`config.mk`:
```
export PLATFORM = sky130hd
export DESIGN_NAME = clock_divider_gen
export DESIGN_NICKNAME = d
export VERILOG_FILES = /design/src/rtl/clk_gen_pkg.sv /design/src/rtl/clock_divider_gen.sv
export SDC_FILE = /design/constraint.sdc
export NUM_CORES = 1
export LEC_CHECK = 0
export ABC_AREA = 1
export BUFFER_PORTS_ARGS = -buffer_cell sky130_fd_sc_hd__buf_2
export CELL_PAD_IN_SITES_DETAIL_PLACEMENT = 2
export CELL_PAD_IN_SITES_GLOBAL_PLACEMENT = 2
export CORE_ASPECT_RATIO = 0.8
export CORE_MARGIN = 5
export CORE_UTILIZATION = 35
export DETAILED_ROUTE_END_ITERATION = 8
export HOLD_SLACK_MARGIN = 0.12
export PLACE_DENSITY = 0.77
export SLEW_MARGIN = 0
export SYNTH_ARGS = -nofsm -noshare
export SYNTH_HDL_FRONTEND = slang
export SYNTH_SLANG_ARGS = --single-unit
```
`constraint.sdc`:
```
create_clock -name mclk -period 3.6 [get_ports mclk]
set_input_delay 0.54 -clock mclk [delete_from_list [all_inputs] [get_ports mclk]]
set_output_delay 0.54 -clock mclk [all_outputs]
set_load 0.02 [all_outputs]
```
`src/rtl/clk_gen_pkg.sv`:
```
// Shared definitions for the clock divider generator: FSM encoding and minimum divide ratio.
package clk_gen_pkg;

    typedef enum logic [1:0] {
        ST_IDLE  = 2'd0,
        ST_PHASE = 2'd1,
        ST_RUN   = 2'd2
    } state_e;

    localparam int unsigned MIN_DIV = 2;

endpackage : clk_gen_pkg

```
`src/rtl/clock_divider_gen.sv`:
```
// Programmable mclk divider producing a glitch-free registered bclk with phase offset,
// handshaked reconfiguration applied on period boundaries, and a rising-edge counter.
module clock_divider_gen
    import clk_gen_pkg::*;
#(
    parameter int unsigned DIV_W = 8,
    parameter int unsigned CNT_W = 16
) (
    input  logic             mclk,
    input  logic             rst_n,
    input  logic [DIV_W-1:0] cfg_div,
    input  logic [DIV_W-1:0] cfg_phase,
    input  logic             cfg_valid,
    output logic             cfg_ready,
    output logic             bclk,
    output logic             rise_pulse,
    output logic             locked,
    output logic [CNT_W-1:0] edge_cnt
);

    state_e           r_state;
    logic [DIV_W-1:0] r_div;
    logic [DIV_W-1:0] r_cnt;
    logic [DIV_W-1:0] r_pcnt;
    logic [DIV_W-1:0] r_pend_div;
    logic [DIV_W-1:0] r_pend_phase;
    logic             r_cfg_ready;
    logic             r_bclk;
    logic             r_rise;
    logic             r_locked;
    logic [CNT_W-1:0] r_edge_cnt;

    logic             w_accept;
    logic             w_boundary;
    logic             w_apply;
    logic             w_pend_stop;
    logic             w_start_run;
    logic [DIV_W-1:0] w_clamp_phase;
    logic [DIV_W-1:0] w_cnt_inc;
    logic [DIV_W-1:0] w_high;

    // A pending config exists exactly while cfg_ready is low.
    assign w_accept      = cfg_valid & r_cfg_ready;
    assign w_clamp_phase = (cfg_phase >= cfg_div) ? (cfg_div - DIV_W'(1)) : cfg_phase;
    assign w_boundary    = (r_state == ST_RUN) && (r_cnt == (r_div - DIV_W'(1)));
    assign w_apply       = ~r_cfg_ready && ((r_state != ST_RUN) || w_boundary);
    assign w_pend_stop   = (r_pend_div < DIV_W'(MIN_DIV));
    assign w_cnt_inc     = r_cnt + DIV_W'(1);
    assign w_high        = r_div - (r_div >> 1);

    // Every entry into cnt=0 of RUN follows a low cycle, so it is a bclk rising edge.
    assign w_start_run = (w_apply && !w_pend_stop && (r_pend_phase == '0))
                       || (!w_apply && (r_state == ST_PHASE) && (r_pcnt == DIV_W'(1)))
                       || (!w_apply && w_boundary);

    always_ff @(posedge mclk or negedge rst_n) begin
        if (!rst_n) begin
            r_state      <= ST_IDLE;
            r_div        <= '0;
            r_cnt        <= '0;
            r_pcnt       <= '0;
            r_pend_div   <= '0;
            r_pend_phase <= '0;
            r_cfg_ready  <= 1'b1;
            r_bclk       <= 1'b0;
            r_rise       <= 1'b0;
            r_locked     <= 1'b0;
            r_edge_cnt   <= '0;
        end else begin
            r_rise <= w_start_run;
            if (w_start_run) begin
                r_edge_cnt <= r_edge_cnt + CNT_W'(1);
            end

            if (w_accept) begin
                r_pend_div   <= cfg_div;
                r_pend_phase <= w_clamp_phase;
                r_cfg_ready  <= 1'b0;
            end

            if (w_apply) begin
                r_cfg_ready <= 1'b1;
                r_div       <= r_pend_div;
                r_cnt       <= '0;
                if (w_pend_stop) begin
                    r_state  <= ST_IDLE;
                    r_bclk   <= 1'b0;
                    r_locked <= 1'b0;
                end else if (r_pend_phase == '0) begin
                    r_state  <= ST_RUN;
                    r_bclk   <= 1'b1;
                    r_locked <= 1'b1;
                end else begin
                    r_state  <= ST_PHASE;
                    r_pcnt   <= r_pend_phase;
                    r_bclk   <= 1'b0;
                    r_locked <= 1'b0;
                end
            end else begin
                case (r_state)
                    ST_IDLE: begin
                        r_bclk   <= 1'b0;
                        r_locked <= 1'b0;
                    end
                    ST_PHASE: begin
                        if (r_pcnt == DIV_W'(1)) begin
                            r_state  <= ST_RUN;
                            r_cnt    <= '0;
                            r_bclk   <= 1'b1;
                            r_locked <= 1'b1;
                        end else begin
                            r_pcnt <= r_pcnt - DIV_W'(1);
                        end
                    end
                    ST_RUN: begin
                        if (w_boundary) begin
                            r_cnt  <= '0;
                            r_bclk <= 1'b1;
                        end else begin
                            r_cnt  <= w_cnt_inc;
                            r_bclk <= (w_cnt_inc < w_high);
                        end
                    end
                    default: begin
                        r_state  <= ST_IDLE;
                        r_bclk   <= 1'b0;
                        r_locked <= 1'b0;
                    end
                endcase
            end
        end
    end

    assign cfg_ready  = r_cfg_ready;
    assign bclk       = r_bclk;
    assign rise_pulse = r_rise;
    assign locked     = r_locked;
    assign edge_cnt   = r_edge_cnt;

endmodule : clock_divider_gen

```
# Word-level counts from Yosys, hierarchy flattened
# Index checks and enable logic that the tools add are counted.
# totals
reg_bits	62
input_bits	19
out_inout_bits	20
# op_classes
addsub	6
magnitude_cmp	3
eq_ne	11
muxes	25
bitwise_logic	2
reduce_logical	22
# ops
cell	count
2-to-1 mux 8 bit	9
subtractor 8 x 1 -> 8 bit, second input constant	3
adder 16 x 1 -> 16 bit, second input constant	1
case mux 8 bit (2 select lines)	1
inequality test 2 bit, second input constant	5
adder 8 x 1 -> 8 bit, second input constant	1
equality test 8 x 1 -> 1 bit, second input constant	1
equality test 8 bit	1
>= comparator 8 bit	1
zero test 8 bit	1
less-than comparator 8 x 2 -> 1 bit, second input constant	1
less-than comparator 8 bit	1
2-to-1 mux 1 bit	8
2-to-1 mux 2 bit	4
subtractor 8 x 7 -> 8 bit	1
logical AND 1 bit	7
AND reduction 2 bit	3
case mux 1 bit (2 select lines)	2
case mux 2 bit (2 select lines)	1
AND reduction 4 bit	1
nonzero test 2 bit	2
logical OR 1 bit	3
inequality test 3 x 2 -> 1 bit, second input constant	1
nonzero test 3 bit	1
other kinds (8)	9

# Logic depth before layout (Yosys ltp)
# Gate-level depths: netlist (run 1).
# logic_depth
word_depth	10
depth_mapped	21
ltp_nobuf	21

# Least setup slack after synthesis (run 1)
# No wires, ideal clock.
# synth_path
path_kind	register to register
start	register r_div[2]
end	register r_bclk, in the netlist bclk
arrival_ns	2.438
t_required_ns	3.534
slack_ns	1.096
path_stages_with_launch	20
path_buffers	0
synth_period_minus_slack_ns	2.504
path_cell_list	dfrtp_1 -> inv_2 -> ha_1 -> nor2_1 -> nand2_1 -> nand2_1 -> a21oi_1 -> o21ai_0 -> nand2_1 -> nand2_1 -> a21oi_1 -> xor2_1 -> ha_1 -> a211oi_1 -> nand2_1 -> nand3_1 -> nand3_1 -> nand2_1 -> nand2_1 -> nand2_1
# synth_via
elab_chain_cells	6
elab_cells_between_ends	11
classes_between	add/sub (2); order compare (1); eq/ne (2); mux (3); reduce/logical (3)
# synth_lines
item	line	source
start, declared	clock_divider_gen.sv:22	logic [DIV_W-1:0] r_div;
start signal, assigned	clock_divider_gen.sv:83	r_div <= r_pend_div;
parallel branches: the longest is 6 deep, another holds subtractor 8 x 7 -> 8 bit	n/a	
end signal, assigned	clock_divider_gen.sv:121	r_bclk <= (w_cnt_inc < w_high);
end, declared	clock_divider_gen.sv:28	logic r_bclk;
# Parallel ways; which one is timed is not known.
# A chain may end at the register's enable or synchronous reset.

# Final worst setup path (run 1)
# layout_path
start	register r_div[3]
end	register r_bclk, in the netlist bclk
# The elaborated chain is that of the path after synthesis.

==> results_dict.tcl, run 1 <==
set metrics [dict create \
    status "finished clean" \
    ff2ff_setup_slack_ns 0.32 \
    setup.worst_path.class "reg -> reg" \
    min_path_type "in -> async" \
    clock_sinks 62 \
    endpoint_kind "flip-flop" \
    clk_pin_slew_worst_paths_ns 0.05 \
    max_cap_viol_count 0 \
    port-buffer-count 38 \
    synth.distinct_cells 39 \
    leakage_nw 2.68 \
    h-tree-depth 3 \
    synth-edff-count 0 \
    place_hpwl_mm 11.2 \
    tns_ns 0 \
    slew_headroom 0.361 \
    max_freq_mhz 305 \
    layout_common_cells "nand2_1 (171), inv_1 (61), dfrtp_1 (61)" \
    area_growth_pct 14.7 \
    first_iter_violations 177 \
    period_needed_ns 3.28 \
    rsz0062_at_grt "no" \
    wl_per_cell_um 17.8 \
    wl_mm 14.5 \
    cp.required_ns 3.87 \
    cts-root-buf "clkbuf_16" \
    place_congestion 0.871 \
    syn_area_sq_um 4510 \
    firstDrtPassIters 4 \
    ys_ff_latch 62 \
    stdcell_area_sq_um 5170 \
    final.setup.worst_slack_ns 0.321 \
    final_common_cell "nand2_1" \
    worst-path-max-fanout 5 \
    power.density_nw_per_um2 846 \
    n_antenna_cell 0 \
    gr-usage-all-layers 0.200 \
    viasPerCell 5.05 \
    post-place-ws_ns 0.381 \
    yosys_warnings 0 \
    synth_cells 594 \
    ant_nets 0 \
    route.detailed.drc 0 \
    drive_above_1_share 0.143 \
    cp_data_arrival_time_ns 3.54 \
    synthFlopType "dfrtp_1" \
    startpoint_type "flip-flop" \
    start_util 0.354 \
    cts_made_buffers 9 \
    grt_pass1_wl_mm 24.2 \
    post-cts-setup-buffers 0 \
    period_share 0.911 \
    syn_avg_cell_area_sq_um 7.59 \
    io_pins 39 \
    r2r_cells 19 \
    grt_pass1_vias 4742 \
    grt-ovfl-total 0 \
    antenna_found_initial 0 \
    cts_tree "done" \
    insertion_delay_ns 0.34 \
    peakVddDrop_v 0.000269 \
    nets 691 \
    dr_total_vias 4109 \
    syn_nets 652 \
    async_flop_share 1.00 \
    coreArea_sq_um 12700 \
    finClkSkew_ns 0.00976 \
    die_area_sq_um 15300 \
    drv_slew 0 \
    ctsHoldBuffers 0 \
    worst_pin_slew_ns 0.959 \
    fp-row-count 37 \
    ys_seq_area_frac 0.345 \
    place_area_sq_um 4850 \
    die_h_um 111 \
    die_w_um 137 \
    hold_viol_final 0 \
    power.total_w 0.00437 \
    r2r_end "bclk$_DFFE_PN0P_" \
    grt_max_degree 41 \
    cts_buffer_depth 2 \
    setup_viol 0 \
    r2r_start "r_div[3]$_DFFE_PN0P_" \
    post_cts_resized 0 \
]
-- cell usage after synthesis, drive strengths merged (10+ instances only) --
master  instances  area [sq um]
nor2           43           166
nand3          46           273
xor2           23           209
dfrtp          61          1530
a21oi          21           109
nand4          23           165
o21ai          32           160
xnor2          13           114
inv            67           251
nand2         187           752
ha             38           475
buf            10          78.8
-- how the worst max path moves through the flow --
stage / startpoint / end / cells after the start
2_1_floorplan: r_div[2]$_DFFE_PN0P_ / bclk$_DFFE_PN0P_ / 19
3_5_place_dp: r_div[3]$_DFFE_PN0P_ / bclk$_DFFE_PN0P_ / 19
6_report: r_div[3]$_DFFE_PN0P_ / bclk$_DFFE_PN0P_ / 19
5_1_grt: r_div[3]$_DFFE_PN0P_ / bclk$_DFFE_PN0P_ / 19
3_3_place_gp: r_div[3]$_DFFE_PN0P_ / bclk$_DFFE_PN0P_ / 19
4_1_cts: r_div[3]$_DFFE_PN0P_ / bclk$_DFFE_PN0P_ / 19
-- sequential cells by signal (all words and copies together) (netlist names) --
signal	cells
bclk	1
r_pend_phase	8
r_pcnt	8
r_div	8
locked	1
rise_pulse	1
r_cnt	8
cfg_ready	1
r_pend_div	8
edge_cnt	16
r_state	2
-- cell families (layout without fill, tap and decap cells) --
group / after synthesis / in the layout / share of synthesized area
simple gates: 311 / 311 / 0.317
buf+inv: 82 / 126 / 0.0775
compound gates: 64 / 64 / 0.0791
flops: 62 / 62 / 0.345
fa+ha+maj: 39 / 39 / 0.110
xor+xnor: 36 / 36 / 0.0716
-- cell type report --
cell class              count  area [sq um]
inverters                  68           255
clock buffers              12           246
multi-input cells         450          2610
flip-flops and latches     62          1550
clock inverters             4          70.1
well taps                 175           219
repair buffers             42           220
fillers                  1509          7560
-- metal layers --
layer | part of all wire | global-route usage | up-vias
li1 | - | - | 2007
met1 | 0.48 | 0.266 | 2046
met2 | 0.48 | 0.345 | 45
met3 | 0.023 | 0.0280 | 11
met4 | 0.010 | 0.0439 | 0
met5 | 0 | 0 | -
-- critical path, cell delays in order (launching register included) --
cell and delay (ns):
dfrtp_1 0.44, inv_1 0.18, ha_1 0.37, inv_1 0.07, a21oi_1 0.15, nand2_1 0.11, a21oi_1 0.14, o21ai_0 0.16
nand2_1 0.12, nand2_1 0.06, a21oi_1 0.16, xor2_1 0.25, ha_1 0.29, a211oi_1 0.25, nand2_1 0.10, nand3_1 0.08
nand3_1 0.07, nand2_1 0.09, nand2_1 0.07, nand2_1 0.06
-- through the flow --
stage,utilization,hold slack (ns),cells
floorplan,-,0.244,594
global placement,0.381,0.460,797
detailed placement,0.381,0.474,797
CTS,0.406,0.379,813
global route,0.406,0.384,813
finish,0.406,0.355,813
-- power by group --
part	switching, W	leakage (nW)	internal, W	total (W)
sequential	0.000235	0.796	0.000933	0.00117
clock	0.000320	0.157	0.000623	0.000943
combinational	0.00152	1.73	0.000744	0.00226
total	0.00207	2.68	0.00230	0.00437
(Power assumes the default switching activity.)
==> inputs of run 2 (changes only) <==
--- a/config.mk
+++ b/config.mk
@@ -7,14 +7,14 @@
 export LEC_CHECK = 0
 export ABC_AREA = 1
 export BUFFER_PORTS_ARGS = -buffer_cell sky130_fd_sc_hd__buf_2
-export CELL_PAD_IN_SITES_DETAIL_PLACEMENT = 2
-export CELL_PAD_IN_SITES_GLOBAL_PLACEMENT = 2
+export CELL_PAD_IN_SITES_DETAIL_PLACEMENT = 0
+export CELL_PAD_IN_SITES_GLOBAL_PLACEMENT = 1
 export CORE_ASPECT_RATIO = 0.8
 export CORE_MARGIN = 5
-export CORE_UTILIZATION = 35
+export CORE_UTILIZATION = 45
 export DETAILED_ROUTE_END_ITERATION = 8
 export HOLD_SLACK_MARGIN = 0.12
-export PLACE_DENSITY = 0.77
+export PLACE_DENSITY = 0.78
 export SLEW_MARGIN = 0
 export SYNTH_ARGS = -nofsm -noshare
 export SYNTH_HDL_FRONTEND = slang
==> results_dict.tcl, run 2 (synthesized netlist as in run 1, its figures left out) <==
set metrics [dict create \
    status "finished clean" \
    drv_slew 0 \
    start_util 0.463 \
    peakVddDrop_v 0.000307 \
    finClkSkew_ns 0.00498 \
    endpoint_kind "flip-flop" \
    port-buffer-count 38 \
    cts-root-buf "clkbuf_16" \
    antenna_found_initial 0 \
    fill_cells 934 \
    setup_viol 0 \
    ant_nets 0 \
    ctsHoldBuffers 0 \
    r2r_end "bclk$_DFFE_PN0P_" \
    final-seq-area_sq_um 1550 \
    ff2ff_setup_slack_ns 0.59 \
    fp-row-count 32 \
    grt_pass1_wl_mm 18.1 \
    cp_data_arrival_time_ns 3.27 \
    first_iter_violations 155 \
    nets 688 \
    period_needed_ns 3.01 \
    crit_path_cell_trace "inv_1 -> ha_1 -> inv_1 -> a21oi_1 -> nand2_1 -> a21oi_1 -> o21ai_0 -> nand2_1 -> nand2_1 -> a21oi_1 -> xor2_1 -> ha_1 -> a211oi_1 -> nand2_1 -> nand3_1 -> nand3_1 -> nand2_1 -> nand2_1 -> nand2_1" \
    die_area_sq_um 12100 \
    hold_viol_final 0 \
    firstDrtPassIters 4 \
    drive_above_1_share 0.136 \
    io_pins 39 \
    r2r_cells 19 \
    grt_pass1_vias 3694 \
    largest_reg_flops 16 \
    holdPathEnd "cfg_ready$_DFFE_PN1P_" \
    wl_mm 10.5 \
    die_h_um 99.5 \
    final_util 0.521 \
    cts_buffer_depth 2 \
    cp.required_ns 3.86 \
    multi_input_area_sq_um 2610 \
    tns_ns 0 \
    min_path_type "in -> reg" \
    grt_max_degree 45 \
    coreArea_sq_um 9730 \
    clock_sinks 62 \
    rsz0062_at_grt "no" \
    n_antenna_cell 0 \
    viasPerCell 5.03 \
    slew_headroom 0.235 \
    place_congestion 0.862 \
    post-cts-setup-buffers 0 \
    gr-usage-all-layers 0.185 \
    route.detailed.drc 0 \
    layout_common_cells "nand2_1 (171), inv_1 (61), dfrtp_1 (61)" \
    setup.worst_path.class "reg -> reg" \
    final_common_cell "nand2_1" \
    cts_tree "done" \
    power.density_nw_per_um2 800 \
    area_growth_pct 12.5 \
    period_share 0.837 \
    slowest_delay_ns 0.41 \
    dr_total_vias 3869 \
    worstHoldStart "cfg_valid" \
    post_cts_resized 0 \
    hold_depth 2 \
    startpoint_type "flip-flop" \
    path_common_cell "nand2_1" \
    h-tree-depth 3 \
    r2r_start "r_div[3]$_DFFE_PN0P_" \
    clk_pin_slew_worst_paths_ns 0.05 \
    place_hpwl_mm 8.00 \
    wl_per_cell_um 13.6 \
    worst-path-max-fanout 5 \
    die_w_um 122 \
    max_cap_viol_count 0 \
    cts_made_buffers 9 \
    critPathSlowestCell "dfrtp_1" \
    max_freq_mhz 332 \
    worst_pin_slew_ns 1.15 \
    insertion_delay_ns 0.32 \
    leakage_nw 2.65 \
    grt-ovfl-total 0 \
]
-- run 2: cell count changes in the layout (fill, tap and decap cells not counted) --
cell | previous run | this run
buf_4 | 4 | 1
clkbuf_8 | 1 | 2
clkinv_2 | 2 | 0
bufinv_16 | 2 | 1
-- run 2: cell type report --
| type | count | area share |
|---|---|---|
| well taps | 136 | 0.0336 |
| repair buffers | 39 | 0.0390 |
| clock buffers | 13 | 0.0513 |
| clock inverters | 1 | 0.00592 |
| flip-flops and latches | 62 | 0.306 |
| multi-input cells | 450 | 0.514 |
| inverters | 68 | 0.0503 |
-- run 2: worst max path at each step --
stage / startpoint / to / slack (ns) / cells past startpoint
floorplan: r_div[2]$_DFFE_PN0P_ / bclk$_DFFE_PN0P_ / 1.10 / 19
global placement: r_div[3]$_DFFE_PN0P_ / bclk$_DFFE_PN0P_ / 0.58 / 19
detailed placement: r_div[3]$_DFFE_PN0P_ / bclk$_DFFE_PN0P_ / 0.61 / 19
CTS: r_div[3]$_DFFE_PN0P_ / bclk$_DFFE_PN0P_ / 0.60 / 19
global route: r_div[3]$_DFFE_PN0P_ / bclk$_DFFE_PN0P_ / 0.34 / 19
finish: r_div[3]$_DFFE_PN0P_ / bclk$_DFFE_PN0P_ / 0.59 / 19
-- run 2: stage by stage --
stage                     hold slack [ns]  total power (W)  instances  cell area (sq um)  setup WS [ns]
final                               0.376          0.00406        769               5070          0.585
after floorplan                     0.244          0.00276        594               4510           1.10
after CTS                           0.361          0.00410        769               5070          0.599
after global placement              0.467          0.00320        755               4780          0.583
after global routing                0.398          0.00447        769               5070          0.341
after detailed placement            0.471          0.00323        755               4780          0.607
-- run 2: report_power, final --
group / switching (W) / internal, W
logic: 0.00134 / 0.000730
registers: 0.000211 / 0.000934
clock network: 0.000283 / 0.000565
total: 0.00183 / 0.00223
-- run 2: per-layer routing --
layer | wire (um) | track usage
met5 | 0 | 0
met1 | 5360 | 0.265
met3 | 424 | 0.0460
met2 | 4600 | 0.285
met4 | 75 | 0.0388
-- run 2: critical path, delay by kind of cell, from the launching register on --
kind	cells	cell delay (ns)
buffers and inverters	2	0.23
adders and majority gates	2	0.64
DFF	1	0.41
and+or+nand+nor	9	0.70
AOI/OAI and AO/OA	5	0.77
xor gates and xnor gates	1	0.21
